## src/rtl/nibble_add_seq.sv

```systemverilog
// Multi-cycle WIDTH-bit add/sub on one SLICE_W-bit slice with a registered carry chain; NSLICE-cycle latency.
// One op in flight; response held in DONE until rsp_ready. Subtract support under `NIBBLE_ADD_SUB_EN.
module nibble_add_seq #(
   parameter int WIDTH   = 32,
   parameter int SLICE_W = 4
) (
   input  logic             clk,
   input  logic             rst_n,
   input  logic             req_valid,
   output logic             req_ready,
   input  logic [WIDTH-1:0] req_a,
   input  logic [WIDTH-1:0] req_b,
   input  logic             req_sub,
   output logic             rsp_valid,
   input  logic             rsp_ready,
   output logic [WIDTH-1:0] rsp_sum,
   output logic             rsp_carry,
   output logic             rsp_ovf,
   output logic             busy
);

   localparam int NSLICE = WIDTH / SLICE_W;
   localparam int IDX_W  = (NSLICE > 1) ? $clog2(NSLICE) : 1;

   typedef enum logic [1:0] {
      IDLE = 2'd0,
      RUN  = 2'd1,
      DONE = 2'd2
   } state_t;

   state_t             state_q;
   state_t             state_d;

   logic [WIDTH-1:0]   a_q;
   logic [WIDTH-1:0]   b_q;
   logic               carry_q;
   logic [IDX_W-1:0]   idx_q;

   logic               accept;
   logic               sub_sel;
   logic               last_slice;
   logic [SLICE_W-1:0] a_sl;
   logic [SLICE_W-1:0] b_sl;
   logic [SLICE_W:0]   slice_res;
   logic               ovf_next;

`ifdef NIBBLE_ADD_SUB_EN
   assign sub_sel = req_sub;
`else
   logic unused_sub;
   assign unused_sub = req_sub;
   assign sub_sel    = 1'b0;
`endif

   assign accept     = req_valid && req_ready;
   assign last_slice = (idx_q == IDX_W'(NSLICE - 1));

   assign a_sl      = a_q[idx_q*SLICE_W +: SLICE_W];
   assign b_sl      = b_q[idx_q*SLICE_W +: SLICE_W];
   assign slice_res = {1'b0, a_sl} + {1'b0, b_sl} + {{SLICE_W{1'b0}}, carry_q};

   // Only meaningful on the last slice, where slice_res[SLICE_W-1] is the result MSB.
   assign ovf_next = (a_q[WIDTH-1] == b_q[WIDTH-1]) &&
                     (slice_res[SLICE_W-1] != a_q[WIDTH-1]);

   always_ff @(posedge clk or negedge rst_n) begin
      if (!rst_n) begin
         state_q <= IDLE;
      end else begin
         state_q <= state_d;
      end
   end

   always_comb begin
      state_d = state_q;
      case (state_q)
         IDLE:    if (accept)     state_d = RUN;
         RUN:     if (last_slice) state_d = DONE;
         DONE:    if (rsp_ready)  state_d = IDLE;
         default:                 state_d = IDLE;
      endcase
   end

   always_comb begin
      req_ready = (state_q == IDLE);
      rsp_valid = (state_q == DONE);
      busy      = (state_q == RUN) || (state_q == DONE);
   end

   always_ff @(posedge clk or negedge rst_n) begin
      if (!rst_n) begin
         a_q       <= '0;
         b_q       <= '0;
         carry_q   <= 1'b0;
         idx_q     <= '0;
         rsp_sum   <= '0;
         rsp_carry <= 1'b0;
         rsp_ovf   <= 1'b0;
      end else if (accept) begin
         a_q       <= req_a;
         b_q       <= sub_sel ? ~req_b : req_b;
         carry_q   <= sub_sel;
         idx_q     <= '0;
         rsp_sum   <= '0;
         rsp_carry <= 1'b0;
         rsp_ovf   <= 1'b0;
      end else if (state_q == RUN) begin
         rsp_sum[idx_q*SLICE_W +: SLICE_W] <= slice_res[SLICE_W-1:0];
         carry_q <= slice_res[SLICE_W];
         // idx parks on the last slice so it never wraps.
         if (last_slice) begin
            rsp_carry <= slice_res[SLICE_W];
            rsp_ovf   <= ovf_next;
         end else begin
            idx_q <= idx_q + 1'b1;
         end
      end
   end

endmodule

```

## config.mk

```make
export PLATFORM = sky130hd
export DESIGN_NAME = nibble_add_seq
export DESIGN_NICKNAME = d
export VERILOG_FILES = /design/src/rtl/nibble_add_seq.sv
export SDC_FILE = /design/constraint.sdc
export NUM_CORES = 1
export LEC_CHECK = 0
export BUFFER_PORTS_ARGS = -buffer_cell sky130_fd_sc_hd__buf_4
export CORE_ASPECT_RATIO = 1.25
export CORE_MARGIN = 2
export CORE_UTILIZATION = 40
export DETAILED_ROUTE_END_ITERATION = 12
export PLACE_DENSITY_LB_ADDON = 0.2
export SYNTH_ARGS = -nofsm -noshare
export SYNTH_HDL_FRONTEND = slang
export SYNTH_SLANG_ARGS = --single-unit
```

## constraint.sdc

```tcl
create_clock -name clk -period 3 [get_ports clk]
set_clock_uncertainty 0.05 [all_clocks]
set_input_delay 0.15 -clock clk [delete_from_list [all_inputs] [get_ports clk]]
set_output_delay 0.15 -clock clk [all_outputs]
set_load 0.005 [all_outputs]
```

==> summary by stage <==
Detailed routing
The average routed wire per standard cell is 14.4 um. The detailed-routing iteration count for the pre-antenna-repair pass is 6. The via total after detailed routing is 4156.

The post-detailed-route via-to-cell ratio is 4.89. The count of nets left with antenna violations once routing finished came out at 0. After detailed routing, the number of remaining DRC violations is 0.

The post-detailed-routing wire length is 12300 um. The starting DRC count in detailed routing is 225.

Floorplan
106 I/O pins were placed. The initial utilization of the core area, before any placement, comes to 41.0%. The floorplan step defined a die boundary enclosing 0.0134 mm^2. The core region is 0.0122 mm^2. The die height is 129 um. The total number of placement rows is 45. From left edge to right edge, the die measures 104 um.

Synth
The number of synthesized flops with an enable pin is 0. The cell type with the highest aggregate area in the netlist is sky130_fd_sc_hd__dfrtp_1. The yosys synthesis warning count is 0. Yosys mapped the design onto 47 distinct sky130hd cell types. Summing every instance area after synthesis gives 0.00499 mm^2. The post-synthesis net count is 603. Counting flops and latches in the post-synthesis netlist gives 104. The share of the synthesized area in the top cell type is 52.1%. After synthesis, flip-flops and latches occupy 52.1% of the total area.

Ranked by total cell area, the synthesized netlist is headed by sky130_fd_sc_hd__dfrtp_1, sky130_fd_sc_hd__nand2_1, sky130_fd_sc_hd__mux4_2. The async set-or-reset flop fraction in the synthesized netlist is 100%. The most used flip-flop cell after synthesis is sky130_fd_sc_hd__dfrtp_1.

The most common cell in the synthesized netlist is sky130_fd_sc_hd__nand2_1. The number of instances in the synthesized netlist is 519. The synthesized area per cell is 9.62 um^2. In the synthesized netlist, the cells that appear most often are sky130_fd_sc_hd__nand2_1, sky130_fd_sc_hd__dfrtp_1, sky130_fd_sc_hd__nor2_1, sky130_fd_sc_hd__a22oi_1, sky130_fd_sc_hd__clkbuf_1.

STA
The final period demand of the worst path is 2.87 ns. The maximum clock frequency is 349 MHz. Setup violations remaining at the end of the flow were counted as 0. The measured slew at the worst slew-check pin is 0.808 ns. Setup repair after global routing could not meet its margin everywhere.

The total count of hold-check failures in the final report is 0. The setup total negative slack is 0 ns. In this run the tightest slew margin relative to its limit is 46.2%.

Setup slack on the critical path of the routed design comes to 0.132 ns. The final max-slew violation count came to 0. The portion of the clock cycle consumed by the worst path in the final layout is 95.6%.

Setup path
On the critical path, the stage with the largest delay is an instance of sky130_fd_sc_hd__mux4_2. The worst reg2reg path depth is 9. The reg2reg setup slack is 0.13 ns. STA puts the critical path data required time at 3.22 ns. In this run the critical register-to-register path is captured at rsp_sum[7]. The start-to-end type of the worst setup path is flip-flop to flip-flop. The arrival time reported for the critical path endpoint is 3.08 ns. STA classifies the critical path startpoint as a flip-flop.

By instance count, the cell type seen most on the critical path is sky130_fd_sc_hd__nand2_1. On the worst path, the slowest cell contributes a delay of 0.54 ns. The worst-path maximum fanout is 17.

The worst register-to-register path begins at idx_q[0]. The kind of end point of the critical path is a flip-flop. Walking the worst path, the cells encountered are buf_12 -> mux4_2 -> nand2_1 -> nand2_1 -> ha_1 -> nand3_1 -> and3b_2 -> or4_1 -> a21oi_1.

Final layout
The post-route non-filler standard cell count is 850. The area growth from synthesis to layout is 37.9%. The net count reported at finish is 766. The share of post-route cells with drive strength above 1 is 23.9%. The total inserted antenna cells is 0.

Min path
The end of the worst hold path is a_q[16]. The class of the tightest hold or removal check is input port to flip-flop. Along the worst hold path, the cell count comes to 4. The start point of the worst hold path is req_valid.

Global route
The initial antenna violation count is 0. The global-route wire length before repair is 20300 um. Global routing finished with a remaining overflow of 0. The number of global-route vias before repair is 4325. The global-route total usage across every layer is 19.1%. Entering global routing, the biggest net connects 65 pins.

Flow run
The number of maximum-capacitance violations is 0.

Placed design
Before CTS, the worst setup slack after placement is 0.0190 ns. The number of cells after detailed placement is 770. The wire-length estimate of the detail-placed layout is 8340 um. Routability-driven placement finished with a final weighted congestion of 0.835. The count of buffers added on input and output ports is 104.

Status
The run finished with clean final reports.

Power and ir drop
In this run the power density over the cells is 964 mW/mm^2. The worst vdd rail ir drop is 0.637 mV. The static leakage is 3.48 nW.

Clocking
TritonCTS built the clock tree. Post-CTS timing repair inserted 0 buffers for setup. The number of clock sinks is 104. The CTS buffer count is 9.

Clock-pin slew was measured on the worst setup and hold paths at 0.07 ns. The worst-skew pair later-pin latency is 0.34 ns. The tree is rooted in a sky130_fd_sc_hd__clkbuf_16. The total number of H-tree levels is 3. The number of buffers between clock root and the deepest sink is 2.
==> metrics by stage <==
step | cell area (um^2) | utilization, % | total power [mW] | hold WS (ns)
detailed placement | 5960 | 49.0 | 5.47 | 0.245
floorplan | 4990 | - | 4.41 | -0.196
global route | 6880 | 56.6 | 7.18 | 0.115
CTS | 6860 | 56.4 | 6.59 | 0.0786
finish | 6880 | 56.6 | 6.64 | 0.0805
global placement | 5960 | 49.0 | 5.38 | 0.236
==> cell usage in the layout, fill, tap and decap left out, drive strengths merged, types with 11 or more instances in the layout <==
cell type      n
nand2        227
buf          115
dfrtp        104
dlygate4sd3   65
nor2          33
a22oi         19
mux4          16
a21oi         14
ha            13
inv           12
clkbuf        11
==> flip-flops by register name (all words and copies together), names as in the netlist <==
register / cells
a_q: 32
b_q: 32
rsp_sum: 32
idx_q: 3
state_q: 2
carry_q: 1
rsp_carry: 1
rsp_ovf: 1
==> worst max-delay path by stage <==
stage               startpoint          end  slack (ns)  cells after the start
finish                idx_q[0]   rsp_sum[7]        0.13                      9
CTS                   idx_q[0]      rsp_ovf        0.02                     10
floorplan             idx_q[0]   rsp_sum[7]        0.06                     12
global route          idx_q[0]  rsp_sum[23]       -0.05                      9
detailed placement    idx_q[0]      rsp_ovf        0.02                     10
global placement      idx_q[0]      rsp_ovf        0.12                     10
==> power breakdown <==
group	leakage, nW	internal, mW	switching [mW]
Combinational	2.01	1.42	1.98
Clock	0.125	0.555	0.496
Sequential	1.34	1.91	0.282
Total	3.48	3.88	2.76
==> kinds of logic (layout without fill, tap and decap cells) <==
logic type / count (synthesis) / count (layout) / share of synthesized area (%)
simple gates: 290 / 290 / 25.0
flops: 104 / 104 / 52.1
compound gates: 44 / 44 / 6.17
buf+inv: 41 / 208 / 3.63
mux: 23 / 23 / 8.65
fa+ha+maj: 15 / 15 / 4.06
xor+xnor: 2 / 2 / 0.351
==> critical path: cells and delay by family, from the launching register on <==
family,cells,cell delay [ns]
AO/OA/AOI/OAI,1,0.13
adder cells (fa/ha/maj),1,0.39
buffers and inverters,1,0.20
flip-flops,1,0.37
multiplexers,1,0.54
AND/OR/NAND/NOR,5,1.10
==> what timing repair did <==
action | in CTS | in global routing
resized for setup | 0 | 7
endpoints found under the setup margin | 0 | 17
hold buffers | 65 | 0
endpoints found under the hold margin | 126 | 0
==> layer usage <==
metal	GRT usage [%]	up-vias	part of all wire, %
met1	22.9	2019	41
met4	8.66	0	2.7
li1	-	2029	-
met3	2.33	25	2.5
met5	0	-	0
met2	34.4	83	54
==> final cells by class <==
class | count | area (um^2)
clock buffer | 11 | 233
clock inverter | 4 | 22.5
fill | 1108 | 5280
inverter | 13 | 48.8
multi-input combinational | 374 | 2230
sequential | 104 | 2600
tap | 164 | 205
timing repair buffer | 180 | 1540
Note: power is estimated with default switching activity, not from simulation.
